$ cat config.mk
export PLATFORM = sky130hd
export DESIGN_NAME = v_receiver_vc_buf
export DESIGN_NICKNAME = d
export VERILOG_FILES = /design/src/rtl/v_noc_pkg.sv /design/src/rtl/v_receiver_vc_buf_fifo.sv /design/src/rtl/v_receiver_vc_buf.sv
export SDC_FILE = /design/constraint.sdc
export NUM_CORES = 2
export LEC_CHECK = 0
export BUFFER_PORTS_ARGS = -buffer_cell sky130_fd_sc_hd__buf_4
export CAP_MARGIN = 20
export CELL_PAD_IN_SITES_DETAIL_PLACEMENT = 1
export CELL_PAD_IN_SITES_GLOBAL_PLACEMENT = 2
export CORE_ASPECT_RATIO = 1.1
export CORE_MARGIN = 2
export CORE_UTILIZATION = 50
export DETAILED_ROUTE_END_ITERATION = 10
export GPL_TIMING_DRIVEN = 1
export PLACE_DENSITY = 0.85
export SETUP_SLACK_MARGIN = 0.2
export SLEW_MARGIN = 30
export SYNTH_ARGS = -nofsm -noshare
export SYNTH_HDL_FRONTEND = slang
export SYNTH_SLANG_ARGS = --single-unit
export TNS_END_PERCENT = 20
$ cat constraint.sdc
create_clock -name clk -period 6.37 [get_ports clk]
set_input_delay 0.3185 -clock clk [delete_from_list [all_inputs] [get_ports clk]]
set_output_delay 0.3185 -clock clk [all_outputs]
set_load 0.1 [all_outputs]
$ cat src/rtl/v_noc_pkg.sv
// v_noc_pkg: shared NoC receiver types
// flit layout, scoreboard record, drain modes, header decoder
package v_noc_pkg;

  localparam int VC_ID_NUM_MAX_W  = 3;
  localparam int NODE_ID_W        = 4;
  localparam int TXN_ID_W         = 8;
  localparam int IO_PORT_W        = 3;
  localparam int FLIT_LENGTH      = 256;
  localparam int FLIT_DATA_LENGTH = 128;
  localparam bit ENABLE_TXN_ID    = 1'b1;

  typedef logic [NODE_ID_W-1:0] node_id_t;
  typedef logic [IO_PORT_W-1:0] io_port_t;
  typedef logic [TXN_ID_W-1:0]  txn_id_t;

  typedef enum logic [1:0] {
    FREE = 2'd0,
    HOLD = 2'd1,
    RAND = 2'd2
  } v_rx_drain_mode_e;

  typedef struct packed {
    node_id_t                    rec_id;
    node_id_t                    src_id;
    txn_id_t                     txn_id;
    logic [FLIT_DATA_LENGTH-1:0] flit_data;
  } receiver_info_t;

  typedef struct packed {
    node_id_t src_id;
    txn_id_t  txn_id;
  } flit_hdr_t;

  // header lives in the low bits: src_id, then txn_id
  function automatic flit_hdr_t input_port_flit_decoder(
    input logic [FLIT_LENGTH-1:0] flit
  );
    flit_hdr_t h;
    h.src_id = flit[NODE_ID_W-1:0];
    h.txn_id = ENABLE_TXN_ID ? flit[NODE_ID_W +: TXN_ID_W] : '0;
    return h;
  endfunction

endpackage

$ cat src/rtl/v_receiver_vc_buf_fifo.sv
// v_rx_vc_fifo: single-VC circular FIFO
// push into a full FIFO is legal only together with a pop
module v_rx_vc_fifo #(
  parameter int W     = 8,
  parameter int DEPTH = 4
) (
  input  logic                   clk,
  input  logic                   rstn,
  input  logic                   push,
  input  logic                   pop,
  input  logic [W-1:0]           wdata,
  output logic [W-1:0]           rdata,
  output logic                   full,
  output logic                   empty,
  output logic [$clog2(DEPTH):0] count
);

  localparam int PW = (DEPTH > 1) ? $clog2(DEPTH) : 1;
  localparam int CW = $clog2(DEPTH) + 1;

  logic [W-1:0]  mem_q [DEPTH];
  logic [W-1:0]  mem_d [DEPTH];
  logic [PW-1:0] wr_q, wr_d;
  logic [PW-1:0] rd_q, rd_d;
  logic [CW-1:0] cnt_q, cnt_d;

  function automatic logic [PW-1:0] inc(input logic [PW-1:0] p);
    return (int'(p) == DEPTH - 1) ? '0 : p + 1'b1;
  endfunction

  assign rdata = mem_q[rd_q];
  assign full  = (int'(cnt_q) == DEPTH);
  assign empty = (cnt_q == '0);
  assign count = cnt_q;

  // pointer, storage and occupancy update
  always_comb begin
    mem_d = mem_q;
    wr_d  = wr_q;
    rd_d  = rd_q;
    cnt_d = cnt_q;
    if (push) begin
      mem_d[wr_q] = wdata;
      wr_d        = inc(wr_q);
    end
    if (pop) rd_d = inc(rd_q);
    case ({push, pop})
      2'b10:   cnt_d = cnt_q + 1'b1;
      2'b01:   cnt_d = cnt_q - 1'b1;
      default: cnt_d = cnt_q;
    endcase
  end

  // state registers
  always_ff @(posedge clk or negedge rstn) begin
    if (!rstn) begin
      for (int i = 0; i < DEPTH; i++) mem_q[i] <= '0;
      wr_q  <= '0;
      rd_q  <= '0;
      cnt_q <= '0;
    end else begin
      mem_q <= mem_d;
      wr_q  <= wr_d;
      rd_q  <= rd_d;
      cnt_q <= cnt_d;
    end
  end

endmodule

$ cat src/rtl/v_receiver_vc_buf.sv
// v_receiver_vc_buf: per-VC buffered NoC sink
// RR drain to scoreboard, delayed credit on dequeue
module v_receiver_vc_buf
  import v_noc_pkg::*;
#(
  parameter type flit_payload_t = logic [FLIT_LENGTH-1:0],
  parameter int  VC_NUM         = 4,
  parameter int  VC_DEPTH       = 4,
  parameter int  CREDIT_DELAY   = 1
) (
  input  logic                       clk,
  input  logic                       rstn,
  input  logic                       rx_flit_pend_i,
  input  logic                       rx_flit_v_i,
  input  flit_payload_t              rx_flit_i,
  input  logic [VC_ID_NUM_MAX_W-1:0] rx_flit_vc_id_i,
  input  io_port_t                   rx_flit_look_ahead_routing_i,
  output logic                       rx_lcrd_v_o,
  output logic [VC_ID_NUM_MAX_W-1:0] rx_lcrd_id_o,
  output logic                       check_scoreboard_vld_o,
  output receiver_info_t             check_scoreboard_o,
  input  logic                       check_scoreboard_rdy_i,
  input  logic [1:0]                 drain_mode_i,
  input  logic [7:0]                 stall_thresh_i,
  input  node_id_t                   node_id_i,
  output logic [VC_NUM*($clog2(VC_DEPTH)+1)-1:0] vc_occ_o,
  output logic [31:0]                rx_flit_cnt_o,
  output logic                       err_overflow_o,
  output logic                       err_bad_vc_o
);

  localparam int CW = $clog2(VC_DEPTH) + 1;
  localparam int FW = $bits(flit_payload_t);
  localparam int EW = FW + IO_PORT_W;
  localparam int IW = (VC_NUM > 1) ? $clog2(VC_NUM) : 1;
  localparam int D  = CREDIT_DELAY;

  logic [EW-1:0]     wdata;
  logic [EW-1:0]     rdata [VC_NUM];
  logic [VC_NUM-1:0] hit, push, pop, full, empty;
  logic              vc_ok, found, start_ok, vld, hs;
  logic [IW-1:0]     pick, cur_vc;
  logic [EW-1:0]     head;
  flit_hdr_t         hdr;
  receiver_info_t    info;

  logic          pres_q, pres_d;
  logic [IW-1:0] sel_q, sel_d;
  logic [IW-1:0] rr_q, rr_d;
  logic [7:0]    lfsr_q, lfsr_d;
  logic [31:0]   cnt_q, cnt_d;
  logic          ovf_q, ovf_d;
  logic          bad_q, bad_d;
  logic [D-1:0]  crv_q, crv_d;
  logic [D-1:0][VC_ID_NUM_MAX_W-1:0] cri_q, cri_d;

  assign vc_ok = (int'(rx_flit_vc_id_i) < VC_NUM);
  assign wdata = {rx_flit_i, rx_flit_look_ahead_routing_i};

  for (genvar i = 0; i < VC_NUM; i++) begin : g_vc
    assign hit[i]  = rx_flit_v_i && vc_ok
                   && (int'(rx_flit_vc_id_i) == i);
    assign push[i] = hit[i] && (!full[i] || pop[i]);
    assign pop[i]  = hs && (int'(cur_vc) == i);
    v_rx_vc_fifo #(
      .W     (EW),
      .DEPTH (VC_DEPTH)
    ) u_fifo (
      .clk   (clk),
      .rstn  (rstn),
      .push  (push[i]),
      .pop   (pop[i]),
      .wdata (wdata),
      .rdata (rdata[i]),
      .full  (full[i]),
      .empty (empty[i]),
      .count (vc_occ_o[i*CW +: CW])
    );
  end

  // round-robin search for a non-empty VC from rr_q
  always_comb begin
    int j;
    j     = 0;
    found = 1'b0;
    pick  = '0;
    for (int k = 0; k < VC_NUM; k++) begin
      j = int'(rr_q) + k;
      if (j >= VC_NUM) j = j - VC_NUM;
      if (!found && !empty[j]) begin
        found = 1'b1;
        pick  = IW'(j);
      end
    end
  end

  // drain gating for starting a new presentation
  always_comb begin
    start_ok = 1'b1;
    case (v_rx_drain_mode_e'(drain_mode_i))
      HOLD:    start_ok = 1'b0;
      RAND:    start_ok = (lfsr_q >= stall_thresh_i);
      default: start_ok = 1'b1;
    endcase
  end

  assign vld    = pres_q || (found && start_ok);
  assign cur_vc = pres_q ? sel_q : pick;
  assign hs     = vld && check_scoreboard_rdy_i;

  // head decode into the scoreboard record
  always_comb begin
    head           = rdata[cur_vc];
    hdr            = input_port_flit_decoder(head[EW-1 -: FLIT_LENGTH]);
    info.rec_id    = node_id_i;
    info.src_id    = hdr.src_id;
    info.txn_id    = hdr.txn_id;
    info.flit_data = head[EW-1 -: FLIT_DATA_LENGTH];
  end

  logic unused_bits;
  assign unused_bits = ^{rx_flit_pend_i, head};

  assign check_scoreboard_vld_o = vld;
  assign check_scoreboard_o     = vld ? info : '0;
  assign rx_lcrd_v_o            = crv_q[D-1];
  assign rx_lcrd_id_o           = cri_q[D-1];
  assign rx_flit_cnt_o          = cnt_q;
  assign err_overflow_o         = ovf_q;
  assign err_bad_vc_o           = bad_q;

  // hold/advance selection, lfsr, counters, credit pipe
  always_comb begin
    pres_d = pres_q;
    sel_d  = sel_q;
    rr_d   = rr_q;
    if (hs) begin
      pres_d = 1'b0;
      rr_d   = (int'(cur_vc) == VC_NUM - 1) ? '0 : cur_vc + 1'b1;
    end else if (vld) begin
      pres_d = 1'b1;
      sel_d  = cur_vc;
    end
    lfsr_d = {lfsr_q[6:0],
              lfsr_q[7] ^ lfsr_q[5] ^ lfsr_q[4] ^ lfsr_q[3]};
    cnt_d  = cnt_q + 32'(|push);
    ovf_d  = ovf_q | (|(hit & full & ~pop));
    bad_d  = bad_q | (rx_flit_v_i && !vc_ok);
    crv_d  = crv_q;
    cri_d  = cri_q;
    for (int k = D - 1; k >= 1; k--) begin
      crv_d[k] = crv_q[k-1];
      cri_d[k] = cri_q[k-1];
    end
    crv_d[0] = hs;
    cri_d[0] = VC_ID_NUM_MAX_W'(cur_vc);
  end

  // state registers
  always_ff @(posedge clk or negedge rstn) begin
    if (!rstn) begin
      pres_q <= 1'b0;
      sel_q  <= '0;
      rr_q   <= '0;
      lfsr_q <= 8'hA5;
      cnt_q  <= '0;
      ovf_q  <= 1'b0;
      bad_q  <= 1'b0;
      crv_q  <= '0;
      cri_q  <= '0;
    end else begin
      pres_q <= pres_d;
      sel_q  <= sel_d;
      rr_q   <= rr_d;
      lfsr_q <= lfsr_d;
      cnt_q  <= cnt_d;
      ovf_q  <= ovf_d;
      bad_q  <= bad_d;
      crv_q  <= crv_d;
      cri_q  <= cri_d;
    end
  end

endmodule
==> flow_metrics.py <==
metrics = {
    "floorplanning": {
        "core-area_mm2": 0.213,
        "io-pin-count": 476,
        "fp.dieW_um": 445,
        "start_util_pct": 50.2,
        "dieArea_mm2": 0.218,
        "fp.dieH_um": 489,
        "row_count": 178,
    },
    "clock_tree": {
        "clock-sinks": 2318,
        "post_cts_buffers": 0,
        "root_buffer": "clkbuf_16",
        "clk_latency_ns": 0.91,
        "h-tree-depth": 4,
        "cts.path.max_buffers": 3,
        "cts-resized-gates": 0,
        "clk_pin_slew_ns": 0.06,
        "cts_tree": "built",
        "numCtsBuffers": 234,
    },
    "hold_path": {
        "min_from": "rx_flit_vc_id_i[0]",
        "worst_hold_path_type": "in2reg",
    },
    "timing": {
        "clock_skew_ns": 0.0604,
        "hold_viol": 0,
        "finalSetupViolCount": 0,
        "fin_crit_ns": 5.93,
        "max_freq_mhz": 169,
        "period_share_pct": 93.2,
        "rsz0062_at_grt": "false",
        "setup_ws_ns": 0.436,
        "slew_headroom_pct": 27.5,
        "worst_pin_slew_ns": 1.09,
        "holdWs_ns": 0.0810,
        "fin_tns_setup_ns": 0,
        "finalMaxSlewViolations": 0,
    },
    "final_layout": {
        "fin_area_mm2": 0.121,
        "regArea_mm2": 0.0580,
        "multiInputGateArea_mm2": 0.0454,
        "syn_to_final_growth_pct": 13.5,
        "finalNonFillerCells": 9755,
        "layout.nets": 7082,
        "final_core_util_pct": 56.9,
        "layout-drive-gt1-share_pct": 36.6,
        "fillCellCount": 19000,
    },
    "power_and_ir_drop": {
        "power_frac_clock_pct": 20.6,
        "p_int_mw": 42.2,
        "combinationalPowerShare_pct": 43.5,
        "switching_power_mw": 27.3,
        "switching_share_pct": 39.3,
        "ir_drop_uv": 820,
        "seqPwrFrac_pct": 35.9,
        "p_per_area_mw_per_mm2": 573,
        "leakagePower_nw": 57.5,
        "power.total_mw": 69.6,
    },
    "setup_path": {
        "startpoint_type": "flop",
        "crit_type": "reg2out",
        "regToRegStartpoint": "g_vc[2].u_fifo.count[1]",
        "worstSetupEndpointType": "primary output",
        "critPathMaxStageDelay_ns": 0.89,
        "cpMaxStageDelayCell": "buf_4",
        "path_common_cell": "buf_4",
        "path_cells": "or3_1 -> nor2_2 -> a32oi_1 -> o41ai_4 -> buf_12 -> buf_4 -> mux2i_1 -> o22ai_1 -> buf_4",
        "crit_fanout": 97,
        "crit_required_ns": 6.05,
        "r2r_slack_ns": 1.08,
        "crit_start": "g_vc[2].u_fifo.count[1]",
        "critPathArrivalTime_ns": 5.62,
    },
    "yosys": {
        "avgSynthCellArea_um2": 16.6,
        "yosysMostFrequentCell": "dfrtp_1",
        "synth_seq_area_share_pct": 54.3,
        "yosysTopAreaCellShare_pct": 54.2,
        "ys_types": 55,
        "ys_top_cells_by_area": "dfrtp_1 54%, mux2_1 13%, mux4_2 12%",
        "synth_edf_count": 0,
        "synth_commonest_cells": "2,314 x dfrtp_1, 1,200 x mux2_1, 652 x mux2_2, 560 x mux4_2, 400 x mux2_4",
        "synth-main-ff-cell": "dfrtp_1",
        "syn-cell-area_mm2": 0.107,
        "synth_top_area_cell": "dfrtp_1",
        "syn_inst": 6446,
        "ys_seq_elements": 2318,
        "async_flop_share_pct": 100,
        "synth_nets": 6770,
        "ys_warn_count": 0,
    },
    "global_routing": {
        "grt.overflow.total": 0,
        "grt_max_degree": 174,
        "grt_use_total_pct": 27.1,
        "antenna_found_initial": 27,
        "grt_pass1_wl_um": 444000,
        "grt_pass1_vias": 67700,
    },
    "detailed_routing": {
        "drcViolationCount": 0,
        "dr.pass1.iters": 7,
        "drt_iter0_markers": 3595,
        "wl_per_cell_um": 29.7,
        "ant_nets": 0,
        "finalWirelength_um": 289000,
        "num_vias": 59000,
        "viasPerCell": 6.05,
    },
    "place": {
        "place_congestion": 0.809,
        "placed_area_mm2": 0.112,
        "dp_worst_setup_slack_ns": 1.21,
        "portBuffers": 354,
        "hpwl_um": 169000,
        "dp_cells": 9163,
    },
    "outcome": {
        "status": "complete, no violations",
    },
    "flow_run": {
        "maxCapViolations": 0,
    },
}
==> worst paths after layout <==
| path | cells after the start | endpoint |
|---|---|---|
| worst max-delay path | 9 | check_scoreboard_o[48] |
| worst min-delay path | 5 | g_vc[0].u_fifo.wr_q[1] |
| worst max register to register | 16 | rx_flit_cnt_o[28] |
| worst min register to register | 0 | lfsr_q[7] |
| max in group asynchronous | 6 | g_vc[2].u_fifo.mem_q[135] |
| min in group asynchronous | 3 | g_vc[0].u_fifo.mem_q[745] |
==> state kept, by name, indices dropped and copies added, names as in the netlist <==
name / count
err_bad_vc_o: 1
err_overflow_o: 1
g_vc.u_fifo.count: 12
g_vc.u_fifo.mem_q: 2240
g_vc.u_fifo.rd_q: 8
g_vc.u_fifo.wr_q: 8
lfsr_q: 8
pres_q: 1
rr_q: 2
rx_flit_cnt_o: 32
rx_lcrd_id_o: 2
rx_lcrd_v_o: 1
sel_q: 2
==> what timing repair did <==
action                                   CTS  global route
endpoints found under the setup margin     0             0
endpoints found under the hold margin   2382            26
hold buffers                             144             1
==> layout by cell type (no fill, tap or decap), drive strengths merged, types with 3 or more instances in the layout <==
cell type / instances
dfrtp: 2314
mux2: 2252
mux4: 560
buf: 505
clkbuf: 356
mux2i: 281
dlygate4sd3: 145
o22ai: 141
nand2: 58
inv: 48
clkinv: 47
ha: 39
nor2: 29
xnor2: 24
nand3: 21
xor2: 21
bufinv: 16
diode: 14
o21ai: 14
nor3: 11
nand4: 7
or3: 7
and2: 6
and3: 5
a21oi: 5
o31ai: 4
fa: 4
dfstp: 4
clkinvlp: 3
==> critical path: cells and delay by family, from the launching register on <==
| kind | cells | cell delay, ns |
|---|---|---|
| buffers and inverters | 3 | 1.90 |
| AND/OR/NAND/NOR | 2 | 0.69 |
| AO/OA/AOI/OAI | 3 | 1.16 |
| flip-flops | 1 | 0.44 |
| multiplexers | 1 | 0.22 |
==> power by group through the flow <==
stage	clock network (mW)	logic (mW)	registers (mW)
2_1_floorplan	0	23.0	23.7
3_3_place_gp	0	29.5	24.4
3_5_place_dp	0	30.3	25.1
4_1_cts	14.6	30.6	25.0
5_1_grt	15.1	31.7	25.8
6_report	14.3	30.3	25.0
==> kinds of logic after synthesis <==
group / after synthesis / share of synthesized area [%]
multiplexers: 3093 / 39.5
flip-flops: 2318 / 54.3
buffers and inverters: 615 / 3.41
AO/OA/AOI/OAI: 175 / 1.12
AND/OR/NAND/NOR: 156 / 0.758
XOR/XNOR: 45 / 0.369
adder cells (fa/ha/maj): 43 / 0.531
other: 1 / 0.00351
==> area by class of cell <==
class                           count  area share (%)
Sequential cell                  2318            47.8
Tap cell                         2790            2.88
Multi-Input combinational cell   3513            37.4
Antenna cell                       14          0.0289
Inverter                           41           0.127
Timing Repair Buffer              650            5.09
Clock buffer                      356            5.79
Clock inverter                     73           0.826
==> metal layers <==
layer / share of wire [%] / wire length (um) / track usage (%)
met5: 0.047 / 137 / 0
met1: 42 / 122000 / 35.5
met4: 3.0 / 8580 / 8.46
met3: 3.5 / 10200 / 3.64
met2: 51 / 148000 / 46.9
(Power assumes the default switching activity.)
